<file path="src/rtl/ipv4_ttl_decrement_pkg.sv">
// Shared constants, beat-1 field offsets and FSM encoding for the IPv4 TTL decrement stage.
// Also provides the 16-bit one's-complement adder used by the checksum updater.
package ipv4_pkg;

   localparam logic [3:0] IPV4_VERSION = 4'd4;
   localparam logic [3:0] IPV4_IHL_MIN = 4'd5;

   localparam int TTL_MSB   = 63;
   localparam int PROTO_MSB = 55;
   localparam int CSUM_MSB  = 47;

   typedef enum logic [1:0] {HDR0, HDR1, PAYLOAD, BYPASS} ttl_dec_state_t;

   // End-around carry; a second fold is never needed because a carry leaves at most 16'hFFFE
   function automatic logic [15:0] ones_add16(input logic [15:0] a, input logic [15:0] b);
      logic [16:0] sum;
      sum = {1'b0, a} + {1'b0, b};
      return sum[15:0] + {15'd0, sum[16]};
   endfunction

endpackage

</file>
<file path="src/rtl/ipv4_ttl_decrement_csum.sv">
// Incremental IPv4 header checksum patch for one changed 16-bit field: HC' = ~(~HC + ~m + m').
// The result register is refreshed every cycle; update_valid marks the cycle it belongs to a request.
module ipv4_checksum_update
   import ipv4_pkg::*;
(
   input  logic        clk,
   input  logic        areset_n,
   input  logic        update_req,
   input  logic [15:0] old_field,
   input  logic [15:0] new_field,
   input  logic [15:0] old_checksum,
   output logic        update_valid,
   output logic [15:0] new_ip_checksum
);

   logic        update_valid_d, update_valid_q;
   logic [15:0] csum_d, csum_q;

   always_comb begin
      update_valid_d = update_req;
      csum_d         = ~ones_add16(ones_add16(~old_checksum, ~old_field), new_field);
   end

   always_ff @(posedge clk or negedge areset_n) begin
      if (!areset_n) begin
         update_valid_q <= 1'b0;
         csum_q         <= 16'h0;
      end else begin
         update_valid_q <= update_valid_d;
         csum_q         <= csum_d;
      end
   end

   assign update_valid    = update_valid_q;
   assign new_ip_checksum = csum_q;

endmodule

</file>
<file path="src/rtl/ipv4_ttl_decrement.sv">
// Two-stage AXI-Stream stage that decrements the IPv4 TTL and patches the header checksum.
// Optional statistics counters are built when IPV4_TTL_DECREMENT_STATS_EN is defined.
//
// state   | meaning
// HDR0    | next accepted beat is header beat 0 (version/IHL)
// HDR1    | next accepted beat is header beat 1 (TTL/protocol/checksum)
// PAYLOAD | rest of an IPv4 packet, passed through
// BYPASS  | rest of a non-IPv4 or malformed packet, passed through
module ipv4_ttl_decrement
   import ipv4_pkg::*;
#(
   parameter logic [7:0] TTL_MIN = 8'd1
)(
   input  logic        clk,
   input  logic        areset_n,
   input  logic [63:0] s_axis_tdata,
   input  logic [7:0]  s_axis_tkeep,
   input  logic        s_axis_tlast,
   input  logic        s_axis_tvalid,
   output logic        s_axis_tready,
   output logic [63:0] m_axis_tdata,
   output logic [7:0]  m_axis_tkeep,
   output logic        m_axis_tlast,
   output logic        m_axis_tuser,
   output logic        m_axis_tvalid,
   input  logic        m_axis_tready
`ifdef IPV4_TTL_DECREMENT_STATS_EN
  ,output logic [31:0] stat_pkt_count,
   output logic [31:0] stat_expired_count
`endif
);

   ttl_dec_state_t state_d, state_q;
   logic        exp_flag_d, exp_flag_q;

   logic        s1_valid_d, s1_valid_q;
   logic [63:0] s1_data_d, s1_data_q;
   logic [7:0]  s1_keep_d, s1_keep_q;
   logic        s1_last_d, s1_last_q;
   logic        s1_user_d, s1_user_q;
   logic        s1_rw_d, s1_rw_q;

   logic        m_valid_d, m_valid_q;
   logic [63:0] m_data_d, m_data_q;
   logic [7:0]  m_keep_d, m_keep_q;
   logic        m_last_d, m_last_q;
   logic        m_user_d, m_user_q;

   logic [15:0] csum_hold_d, csum_hold_q;
   logic        csum_hold_valid_d, csum_hold_valid_q;

   logic        ce, accept, is_ipv4, hdr1_full, ttl_live, expire_now;
   logic        update_req, update_valid;
   logic [7:0]  in_ttl;
   logic [15:0] new_ip_checksum, csum_sel;
   logic [63:0] beat_out;

   assign ce            = !m_valid_q || m_axis_tready;
   assign accept        = ce && s_axis_tvalid;
   assign s_axis_tready = ce;

   assign in_ttl     = s_axis_tdata[TTL_MSB -: 8];
   assign is_ipv4    = (s_axis_tdata[63:60] == IPV4_VERSION) && (s_axis_tdata[59:56] >= IPV4_IHL_MIN);
   // A beat 1 without bytes 8-11 carries no usable TTL/checksum and is left alone
   assign hdr1_full  = (s_axis_tkeep[7:4] == 4'hF);
   assign ttl_live   = in_ttl > TTL_MIN;
   assign expire_now = (state_q == HDR1) && hdr1_full && !ttl_live;
   assign update_req = accept && (state_q == HDR1) && hdr1_full && ttl_live;

   ipv4_checksum_update u_csum (
      .clk             (clk),
      .areset_n        (areset_n),
      .update_req      (update_req),
      .old_field       (s_axis_tdata[TTL_MSB -: 16]),
      .new_field       ({in_ttl - 8'd1, s_axis_tdata[PROTO_MSB -: 8]}),
      .old_checksum    (s_axis_tdata[CSUM_MSB -: 16]),
      .update_valid    (update_valid),
      .new_ip_checksum (new_ip_checksum)
   );

   always_comb begin
      state_d    = state_q;
      exp_flag_d = exp_flag_q;
      if (accept) begin
         case (state_q)
            HDR0: begin
               if (!s_axis_tlast) state_d = is_ipv4 ? HDR1 : BYPASS;
            end
            HDR1: begin
               if (expire_now) exp_flag_d = 1'b1;
               state_d = s_axis_tlast ? HDR0 : PAYLOAD;
            end
            PAYLOAD, BYPASS: begin
               if (s_axis_tlast) state_d = HDR0;
            end
            default: state_d = HDR0;
         endcase
         if (s_axis_tlast) exp_flag_d = 1'b0;
      end
   end

   // The updater result is only valid for one cycle; park it if beat 1 cannot move on
   always_comb begin
      csum_sel = (update_valid || !csum_hold_valid_q) ? new_ip_checksum : csum_hold_q;
      beat_out = s1_data_q;
      if (s1_rw_q) begin
         beat_out[TTL_MSB -: 8]   = s1_data_q[TTL_MSB -: 8] - 8'd1;
         beat_out[CSUM_MSB -: 16] = csum_sel;
      end

      csum_hold_d       = csum_hold_q;
      csum_hold_valid_d = csum_hold_valid_q;
      if (update_valid && !ce) begin
         csum_hold_d       = new_ip_checksum;
         csum_hold_valid_d = 1'b1;
      end else if (ce && s1_valid_q && s1_rw_q) begin
         csum_hold_valid_d = 1'b0;
      end
   end

   always_comb begin
      s1_valid_d = s1_valid_q;
      s1_data_d  = s1_data_q;
      s1_keep_d  = s1_keep_q;
      s1_last_d  = s1_last_q;
      s1_user_d  = s1_user_q;
      s1_rw_d    = s1_rw_q;
      m_valid_d  = m_valid_q;
      m_data_d   = m_data_q;
      m_keep_d   = m_keep_q;
      m_last_d   = m_last_q;
      m_user_d   = m_user_q;
      if (ce) begin
         s1_valid_d = s_axis_tvalid;
         s1_data_d  = s_axis_tdata;
         s1_keep_d  = s_axis_tkeep;
         s1_last_d  = s_axis_tlast;
         s1_user_d  = s_axis_tlast && (exp_flag_q || expire_now);
         s1_rw_d    = update_req;
         m_valid_d  = s1_valid_q;
         m_data_d   = beat_out;
         m_keep_d   = s1_keep_q;
         m_last_d   = s1_last_q;
         m_user_d   = s1_user_q;
      end
   end

   always_ff @(posedge clk or negedge areset_n) begin
      if (!areset_n) begin
         state_q           <= HDR0;
         exp_flag_q        <= 1'b0;
         s1_valid_q        <= 1'b0;
         s1_data_q         <= 64'h0;
         s1_keep_q         <= 8'h0;
         s1_last_q         <= 1'b0;
         s1_user_q         <= 1'b0;
         s1_rw_q           <= 1'b0;
         m_valid_q         <= 1'b0;
         m_data_q          <= 64'h0;
         m_keep_q          <= 8'h0;
         m_last_q          <= 1'b0;
         m_user_q          <= 1'b0;
         csum_hold_q       <= 16'h0;
         csum_hold_valid_q <= 1'b0;
      end else begin
         state_q           <= state_d;
         exp_flag_q        <= exp_flag_d;
         s1_valid_q        <= s1_valid_d;
         s1_data_q         <= s1_data_d;
         s1_keep_q         <= s1_keep_d;
         s1_last_q         <= s1_last_d;
         s1_user_q         <= s1_user_d;
         s1_rw_q           <= s1_rw_d;
         m_valid_q         <= m_valid_d;
         m_data_q          <= m_data_d;
         m_keep_q          <= m_keep_d;
         m_last_q          <= m_last_d;
         m_user_q          <= m_user_d;
         csum_hold_q       <= csum_hold_d;
         csum_hold_valid_q <= csum_hold_valid_d;
      end
   end

   assign m_axis_tvalid = m_valid_q;
   assign m_axis_tdata  = m_data_q;
   assign m_axis_tkeep  = m_keep_q;
   assign m_axis_tlast  = m_last_q;
   assign m_axis_tuser  = m_user_q;

`ifdef IPV4_TTL_DECREMENT_STATS_EN
   logic [31:0] stat_pkt_d, stat_pkt_q;
   logic [31:0] stat_exp_d, stat_exp_q;
   logic        out_eop;

   assign out_eop = m_valid_q && m_axis_tready && m_last_q;

   always_comb begin
      stat_pkt_d = stat_pkt_q;
      stat_exp_d = stat_exp_q;
      if (out_eop && (stat_pkt_q != '1)) stat_pkt_d = stat_pkt_q + 32'd1;
      if (out_eop && m_user_q && (stat_exp_q != '1)) stat_exp_d = stat_exp_q + 32'd1;
   end

   always_ff @(posedge clk or negedge areset_n) begin
      if (!areset_n) begin
         stat_pkt_q <= 32'h0;
         stat_exp_q <= 32'h0;
      end else begin
         stat_pkt_q <= stat_pkt_d;
         stat_exp_q <= stat_exp_d;
      end
   end

   assign stat_pkt_count     = stat_pkt_q;
   assign stat_expired_count = stat_exp_q;
`endif

endmodule

</file>
<file path="config.mk">
export PLATFORM = sky130hd
export DESIGN_NAME = ipv4_ttl_decrement
export DESIGN_NICKNAME = d
export VERILOG_FILES = /design/src/rtl/ipv4_ttl_decrement_pkg.sv /design/src/rtl/ipv4_ttl_decrement_csum.sv /design/src/rtl/ipv4_ttl_decrement.sv
export SDC_FILE = /design/constraint.sdc
export NUM_CORES = 1
export LEC_CHECK = 0
export CORE_ASPECT_RATIO = 2
export CORE_MARGIN = 2
export CORE_UTILIZATION = 45
export CTS_CLUSTER_DIAMETER = 40
export DETAILED_ROUTE_END_ITERATION = 10
export PLACE_DENSITY = 0.69
export SLEW_MARGIN = 20
export SYNTH_ARGS = -nofsm -noshare
export SYNTH_HDL_FRONTEND = slang
export SYNTH_SLANG_ARGS = --single-unit
</file>
<file path="constraint.sdc">
create_clock -name clk -period 2.35 [get_ports clk]
set_input_delay 0.47 -clock clk [delete_from_list [all_inputs] [get_ports clk]]
set_output_delay 0.47 -clock clk [all_outputs]
set_load 0.02 [all_outputs]
</file>
Word-level counts from Yosys, hierarchy flattened. Cells that the tools add are included.

Register bits after elaboration: 188. Bits in latches: 0. Bits in writable memories: 0. Bits in read-only memories: 0. Bits of input ports: 77. Output and inout bits: 76. Word-level logic and storage cells: 73. Memories: 0.

Add/subtract/negate cells: 6. Multipliers: 0. Divide/modulo/power cells: 0. $lt $le $gt $ge: 2. Equality and inequality tests: 7. Shift operators: 0. Mux-type cells: 13. Bitwise operators: 3. Reductions and logical operators: 25.

Operators by type and width (count): 16-bit inverter (3); 16-bit by 16-bit adder with 17-bit output (2); 16-bit by 1-bit adder with 16-bit output (2); 16-bit two-way mux (2); 8-bit by 1-bit subtractor with 8-bit output, second input constant (2); 1-bit logical AND (11); 8-bit by 1-bit > comparator with 1-bit output, second input constant (1); 2-bit two-way mux (4); 8-bit two-way mux (1); 2-bit one-hot mux with 3 select lines (1); 3-bit AND reduction (2); 2-bit nonzero test (3); 1-bit two-way mux (5); 2-bit equality test, second input constant (2); 4-bit by 3-bit equality test with 1-bit output, second input constant (1); 4-bit equality test, second input constant (1); 4-bit by 3-bit >= comparator with 1-bit output, second input constant (1); 1-bit logical NOT (4); 2-bit != test, second input constant (2); 1-bit logical OR (3); 2-bit by 1-bit equality test with 1-bit output, second input constant (1); 2-bit logical NOT (1); 2-bit OR reduction (1).

Longest topological paths before layout. Gate-level depths: netlist (run 1).

Depth in word-level cells: 6. Gate-level depth with buffers: 36.

Modules after synthesis. A second synthesis (run 1) with hierarchy kept.

Cells, all modules: 1065. Area total of the unflattened synthesis: 9472.8 µm².

By module, submodules not included: ipv4_ttl_decrement (instances 1, cells each 767, area each 7004.2 µm²); ipv4_checksum_update (instances 1, cells each 298, area each 2468.6 µm²).

Worst setup path before layout (run 1). OpenSTA, ideal clock, no wires.

Path kind: input-to-reg. From: input port s_axis_tdata[32]. To: register u_csum.csum_q[15], in the netlist u_csum.new_ip_checksum[15]. Arrival time: 6.698 ns. Required time: 2.223 ns. Slack: -4.475 ns. Cell stages on the path: 33. Path buffers: 0. Path through: inv_1 -> ha_1 -> inv_1 -> fa_1 -> nor2b_1 -> o31a_1 -> o211a_1 -> o211ai_1 -> and2_0 -> o21ai_0 -> a21oi_1 -> o21ai_0 -> ha_1 -> nor2b_1 -> nor2b_1 -> nand4_1 -> or4_1 -> nor4b_2 -> xnor2_1 -> ha_1 -> o21a_1 -> a21oi_1 -> nor2b_1 -> o21ai_0 -> nand2b_1 -> ha_1 -> nand2_1 -> nor2b_1 -> nand4_2 -> or2_4 -> or4_4 -> nor4b_4 -> xnor2_1.

Longest elaborated chain between the ends: 6.

Ends and longest elaborated chain: from (decl) (line ipv4_ttl_decrement.sv:16) `input logic [63:0] s_axis_tdata,`; 16-bit inverter (line ipv4_ttl_decrement_csum.sv:21) `csum_d = ~ones_add16(ones_add16(~old_checksum, ~old_field), new_field);`; 16-bit by 16-bit adder with 17-bit output (line ipv4_ttl_decrement_pkg.sv:17) `sum = {1'b0, a} + {1'b0, b};`; 16-bit by 1-bit adder with 16-bit output (line ipv4_ttl_decrement_pkg.sv:18) `return sum[15:0] + {15'd0, sum[16]};`; 16-bit by 16-bit adder with 17-bit output (line ipv4_ttl_decrement_pkg.sv:17); 16-bit by 1-bit adder with 16-bit output (line ipv4_ttl_decrement_pkg.sv:18); 16-bit inverter (line ipv4_ttl_decrement_csum.sv:21); net u_csum.csum_d[15] (line ipv4_ttl_decrement_csum.sv:17) `logic [15:0] csum_d, csum_q;`; to (signal assigned) (line ipv4_ttl_decrement_csum.sv:30) `csum_q <= csum_d;`; to (decl) (line ipv4_ttl_decrement_csum.sv:17).

The timed path passes the listed nets, and every way through them passes these cells. A chain may end at the register's enable or synchronous reset.

Worst setup path after layout (run 1).
From: input port s_axis_tdata[48]. To: register u_csum.csum_q[15], in the netlist u_csum.new_ip_checksum[15].

Longest elaborated chain between the ends: 6.

Ends and longest elaborated chain (line): 16-bit inverter (ipv4_ttl_decrement_csum.sv:21); 16-bit by 16-bit adder with 17-bit output (ipv4_ttl_decrement_pkg.sv:17); 16-bit by 1-bit adder with 16-bit output (ipv4_ttl_decrement_pkg.sv:18); 16-bit by 16-bit adder with 17-bit output * (ipv4_ttl_decrement_pkg.sv:17); 16-bit by 1-bit adder with 16-bit output * (ipv4_ttl_decrement_pkg.sv:18); 16-bit inverter * (ipv4_ttl_decrement_csum.sv:21); net u_csum.csum_d[15] (ipv4_ttl_decrement_csum.sv:17).

Mark *: on every way through the listed nets, which the timed path passes. The rest lies on a longest branch.

==> metrics.yaml, run 1 <==
synthFlopType: "dfrtp_1"
fillerInstances: 1750
postSynth.asyncResetShare_pct: 100
gp_congestion: 0.958
fp.dieH_um: 209
synth_compound_area_share_pct: 10.1
clk_latency_ns: 0.43
cts_made_buffers: 17
clockBufferDepth: 2
cap_viol_max_count: 0
grt-ovfl-total: 0
synth_area_um2: 9500
yosys-top-cells-area: "dfrtp_1, nand2_1, ha_1, o21ai_0, xnor2_1"
hold_path_class: "primary input to register"
leakage_uw: 0.00659
die_area_um2: 22400
synth_top_area_share_pct: 49.5
finalCriticalPeriod_ns: 6.15
synth_edf_count: 0
setup_violations: 16
synth_top_family_by_area: "simple AND/OR/NAND/NOR gates"
die_w_um: 107
final_cell_area_um2: 13800
diodes: 0
core_area_um2: 20800
clk_pin_slew_ns: 0.07
vdd_drop_max_mv: 0.566
worst_slack_ns: -3.80
wl_per_cell_um: 16.0
start_util_pct: 45.6
vias_per_cell: 5.01
fin_nets: 1511
dp.final_hpwl_um: 20600
synth_seq_cells: 188
violations: "negative setup slack"
drive_above_1_share_pct: 23.9
required_ns: 2.70
synth-simple-area-share_pct: 21.7
fin_util_pct: 66.1
synth.area.mux_share_pct: 3.70
relSlewSlack_pct: 54.5
fin_worst_skew_ns: 0.00800
cpMaxStageDelayCell: "or4_4"
root_buffer: "clkbuf_16"
hold_viol_final: 0
worst_slew_pin_slew_ns: 0.677
cp_common_cell: "nor2b_4"
run_status: "finished, violations left"
synth_fa_ha_area_share_pct: 5.56
track_usage_pct: 24.6
period_share_pct: 262
synth_xor_area_share_pct: 5.90
synthesis.nets: 1172
htreeDepth: 4
portBuffers: 152
criticalPathCategory: "primary input to register"
p_per_area_nw_per_um2: 822
synthDistinctLibCells: 59
fmax_mhz: 163
yosysTopAreaCell: "dfrtp_1"
cp-end-kind: "register"
start_kind: "primary input"
pin_count: 153
postSynthAreaPerCell_um2: 9.01
dr.pass1.iters: 4
synth_seq_area_share_pct: 49.5
drv_slew: 0
ant_nets: 0
wl_um: 26800
drtIter0Drc: 422
crit_fanout: 3
rsz0062_at_grt: "yes"
cp_slowest_stage_delay_ns: 0.56
rows: 75
placed_cell_area_um2: 12700
critPathArrivalTime_ns: 6.50
netlist_instances: 1054
clock-sinks: 188
vias: 8388
area_growth_pct: 45.0
pre_cts_slack_ns: -4.80
grt_pass1_wl_um: 41900
grt_start_max_net_pins: 128
route.detailed.drc: 0
yosys_warnings: 0
antenna_found_initial: 0
grt_pass1_vias: 8485
cts_tree: "done"
sequential cells by signal, summed over array words and instances (netlist names), 2 cells and up:
name                    cells
csum_hold_q                16
m_axis_tdata               64
s1_keep_q                   8
u_csum.new_ip_checksum     16
s1_data_q                  64
m_axis_tkeep                8
state_q                     2
logic make-up (layout without fill, tap and decap cells):
kind of cell / count (synthesis) / after routing
simple gates: 480 / 480
fa+ha+maj: 41 / 41
compound gates: 159 / 159
xor+xnor: 64 / 64
flops: 188 / 188
buf+inv: 89 / 441
mux: 33 / 33
metrics by stage:
stage,TNS (ns),instances,power [uW],hold slack (ns)
after floorplan,-53.09,1054,6160,0.174
after global placement,-66.54,1614,8170,0.448
after detailed placement,-69.16,1614,8270,0.455
after CTS,-52.26,1666,11300,0.313
after global routing,-58.75,1675,11900,0.289
final,-54.52,1675,11300,0.289
synth_stat cells, types with 3 or more instances:
master / number
o31ai_1: 6
or2_2: 4
nand2b_1: 4
xor2_1: 22
nand4_1: 6
nor3_1: 21
o211ai_1: 6
nand3b_1: 5
o21ai_0: 88
or3_1: 3
o21a_1: 10
nor2_1: 23
buf_1: 5
a211oi_1: 3
a31oi_1: 3
ha_1: 39
mux2_2: 17
nand3_1: 6
nor2b_1: 10
nor4_1: 4
clkbuf_1: 35
nor3b_1: 4
a21o_1: 6
a211o_1: 3
inv_1: 48
xnor2_1: 42
nand2_1: 370
mux2i_1: 16
a21oi_1: 21
dfrtp_1: 188
repair_timing:
action                     CTS  global route
hold endpoints to repair    12             0
resized for setup           64            27
setup buffers               19            12
hold buffers                 1             0
pin swaps                   34            27
setup endpoints to repair   16            16
worst paths after layout:
path | end | from | slack, ns | cells after the start
hold reg to reg | m_axis_tdata[18]$_DFFE_PN0N_ | m_axis_tdata[18]$_DFFE_PN0N_ | 0.46 | 2
hold / removal | s1_data_q[32]$_DFFE_PN0N_ | s_axis_tdata[32] | 0.29 | 3
max in group asynchronous | m_axis_tdata[31]$_DFFE_PN0N_ | areset_n | 1.08 | 3
setup / recovery | u_csum.new_ip_checksum[15]$_DFF_PN0_ | s_axis_tdata[48] | -3.80 | 34
setup reg to reg | m_axis_tdata[62]$_DFFE_PN0N_ | s1_data_q[56]$_DFFE_PN0N_ | 0.57 | 6
min in group asynchronous | m_axis_tdata[38]$_DFFE_PN0N_ | areset_n | 0.57 | 2
power breakdown:
| part | leakage (uW) | internal, uW | switching, uW |
|---|---|---|---|
| combinational | 0.00400 | 2120 | 2190 |
| sequential | 0.00231 | 3810 | 328 |
| clock | 0.000278 | 1610 | 1260 |
layout make-up:
cell class | instances | area (um^2) | share of cell area (%)
clock buffer | 18 | 439 | 3.19
clock inverter | 14 | 158 | 1.14
inverter | 49 | 204 | 1.48
multi-input combinational | 777 | 4790 | 34.8
sequential | 188 | 4700 | 34.2
tap | 269 | 337 | 2.44
timing repair buffer | 360 | 3140 | 22.8
cell usage in the layout (no fill, tap or decap), types with 5 or more instances in the layout:
cell,n
nand2_1,368
buf_4,200
dfrtp_1,188
clkdlybuf4s50_1,133
o21ai_0,84
xnor2_1,39
inv_1,32
ha_1,28
xor2_1,22
nor2_1,21
a21oi_1,18
mux2_2,17
nor3_1,17
clkbuf_16,17
mux2i_1,16
dlygate4sd2_1,15
inv_2,14
o21a_1,10
ha_4,9
a21o_1,6
nor2b_4,6
o211ai_1,6
o31ai_1,6
nand4_1,6
nand3b_1,5
clkinvlp_4,5
buf_12,5
worst max-delay path: cells and delay by family:
family | cells | cell delay [ns]
AND/OR/NAND/NOR | 16 | 3.26
adder cells (fa/ha/maj) | 5 | 1.16
XOR/XNOR | 2 | 0.29
AO/OA/AOI/OAI | 7 | 0.91
buffers and inverters | 4 | 0.38
metal layers:
layer  GRT usage, %  vias up  wire length [um]
met4           16.0        0              1890
met5              0        -                 0
met2           47.6      194             15300
met3           3.48       73               678
li1               -     4149                 -
met1           23.1     3972              8960
(Power assumes the default switching activity.)
==> run 2: changes to the inputs <==
--- a/config.mk
+++ b/config.mk
@@ -5,13 +5,15 @@
 export SDC_FILE = /design/constraint.sdc
 export NUM_CORES = 1
 export LEC_CHECK = 0
+export ABC_AREA = 1
 export CORE_ASPECT_RATIO = 2
 export CORE_MARGIN = 2
 export CORE_UTILIZATION = 45
 export CTS_CLUSTER_DIAMETER = 40
 export DETAILED_ROUTE_END_ITERATION = 10
-export PLACE_DENSITY = 0.69
+export PLACE_DENSITY = 0.68
 export SLEW_MARGIN = 20
 export SYNTH_ARGS = -nofsm -noshare
 export SYNTH_HDL_FRONTEND = slang
+export SYNTH_HIERARCHICAL = 1
 export SYNTH_SLANG_ARGS = --single-unit
==> metrics.yaml, run 2 <==
met2_wirelength_um: 17000
vias: 10100
p_per_area_nw_per_um2: 770
synth_area_um2: 10500
synth_top_family_by_area: "simple AND/OR/NAND/NOR gates"
grt-ovfl-total: 0
run_status: "finished, violations left"
htreeDepth: 4
wl_um: 31600
route.detailed.drc: 0
cpMaxStageDelayCell: "ha_4"
wl_per_cell_um: 15.4
grt_pass1_wl_um: 50100
postSynthAreaPerCell_um2: 7.43
dr.pass1.iters: 7
pin_count: 153
period_share_pct: 200
fin_util_pct: 64.2
rows: 79
violations: "negative setup slack"
finalCriticalPeriod_ns: 4.70
cap_viol_max_count: 0
pre_cts_slack_ns: -3.29
fmax_mhz: 213
finalPower_uw: 11400
root_buffer: "clkbuf_16"
synth-simple-area-share_pct: 28.4
netlist_instances: 1418
worst_slew_pin_slew_ns: 0.619
synth_xor_area_share_pct: 1.91
synth_edf_count: 0
grt_start_max_net_pins: 80
layout_commonest_cell: "nand2_1"
highest_layer: "met4"
synthDistinctLibCells: 36
cts_made_buffers: 17
gp_congestion: 1.01
hold_viol_final: 0
synthTopCellsByCount: "nand2_1, inv_1, dfrtp_1, o21ai_1, nand3_1"
core_area_um2: 23100
most-common-layout-cells: "nand2_1, inv_1, buf_4"
fin_worst_skew_ns: 0.00778
clockBufferDepth: 2
cp-end-kind: "register"
antenna_found_initial: 0
critPathArrivalTime_ns: 5.03
leakage_uw: 0.00773
setup_violations: 16
dp.final_hpwl_um: 24700
rsz0062_at_grt: "yes"
synth_seq_area_share_pct: 44.7
cp_slowest_stage_delay_ns: 0.27
area_growth_pct: 40.9
yosys-top-cells-area: "dfrtp_1, nand2_1, inv_1, ha_1, o21ai_1"
hold_path_class: "primary input to asynchronous set/reset pin"
fin_nets: 1874
postSynth.asyncResetShare_pct: 100
synth.area.mux_share_pct: 0
synth_fa_ha_area_share_pct: 5.13
fp.dieH_um: 220
yosys_warnings: 6
die_w_um: 112
hold_buffers: 0
relSlewSlack_pct: 58.7
wl_met1_um: 10800
synthFlopType: "dfrtp_1"
synth_compound_area_share_pct: 8.80
vdd_drop_max_mv: 0.696
yosysTopAreaCell: "dfrtp_1"
clock-sinks: 188
ant_nets: 0
yosysMostFrequentCell: "nand2_1"
portBuffers: 152
worst_slack_ns: -2.35
track_usage_pct: 26.2
crit_fanout: 3
diodes: 0
criticalPathCategory: "primary input to register"
drtIter0Drc: 689
grt_pass1_vias: 10200
start_util_pct: 45.5
synth_seq_cells: 188
cts_tree: "done"
required_ns: 2.68
clk_pin_slew_ns: 0.07
start_kind: "primary input"
wl_met3_um: 929
clk_latency_ns: 0.44
die_area_um2: 24700
synthesis.nets: 1537
synth_top_area_share_pct: 44.7
drv_slew: 0
drive_above_1_share_pct: 22.1
vias_per_cell: 4.91
## run 2: logic make-up (layout without fill, tap and decap cells)
group / after synthesis / in the layout
buffers and inverters: 289 / 639
AND/OR/NAND/NOR: 699 / 699
adder cells (fa/ha/maj): 42 / 42
XOR/XNOR: 23 / 23
AO/OA/AOI/OAI: 177 / 177
flip-flops: 188 / 188
## run 2: worst paths after layout
path	endpoint	cells past startpoint	slack, ns	start
max	u_csum/new_ip_checksum[15]$_DFF_PN0_	40	-2.35	s_axis_tdata[43]
min	m_axis_tdata[19]$_DFFE_PN0N_	1	0.008	areset_n
max reg2reg	m_axis_tdata[46]$_DFFE_PN0N_	5	0.71	m_axis_tvalid$_DFFE_PN0N_
min reg2reg	m_axis_tuser$_DFFE_PN0N_	2	0.47	m_axis_tuser$_DFFE_PN0N_
max in group asynchronous	s1_data_q[44]$_DFFE_PN0N_	2	1.68	areset_n
min in group clk	s1_data_q[32]$_DFFE_PN0N_	3	0.27	s_axis_tdata[32]
## run 2: cell type report
cell class | count | area [um^2]
fillers | 2018 | 8290
multi-input cells | 941 | 5110
repair buffers | 359 | 3150
clock inverters | 11 | 93.8
well taps | 283 | 354
clock buffers | 21 | 470
inverters | 248 | 953
flip-flops and latches | 188 | 4700
## run 2: per-layer routing
| metal | track usage (%) | up-vias |
|---|---|---|
| met1 | 25.0 | 4630 |
| met3 | 3.83 | 122 |
| met5 | 0 | - |
| met4 | 20.8 | 0 |
| li1 | - | 5035 |
| met2 | 49.2 | 286 |
## run 2: worst max-delay path: cells and delay by family
family	cells	cell delay (ns)
AOI/OAI and AO/OA	4	0.61
xor gates and xnor gates	1	0.27
adders and majority gates	3	0.64
buffers and inverters	14	1.54
and+or+nand+nor	18	1.45
## run 2: what timing repair did
item | in CTS | in global routing
setup buffers | 18 | 10
endpoints found under the setup margin | 16 | 16
pin swaps | 39 | 43
resized for setup | 89 | 63
## run 2: power by group
group | total (uW) | switching (uW) | internal (uW)
Combinational | 4530 | 2470 | 2060
Sequential | 4150 | 313 | 3840
Clock | 2740 | 1210 | 1540
Total | 11400 | 3990 | 7430
## run 2: stage by stage
| stage | cell area (um^2) | instances | hold slack (ns) | setup TNS, ns |
|---|---|---|---|---|
| after floorplan | 10600 | 1418 | 0.174 | -33.48 |
| after global placement | 13700 | 1993 | 0.455 | -46.56 |
| after detailed placement | 13700 | 1993 | 0.462 | -48.83 |
| after CTS | 14600 | 2043 | 0.0156 | -34.87 |
| after global routing | 14800 | 2051 | 0.0289 | -38.30 |
| final | 14800 | 2051 | 0.00755 | -34.17 |
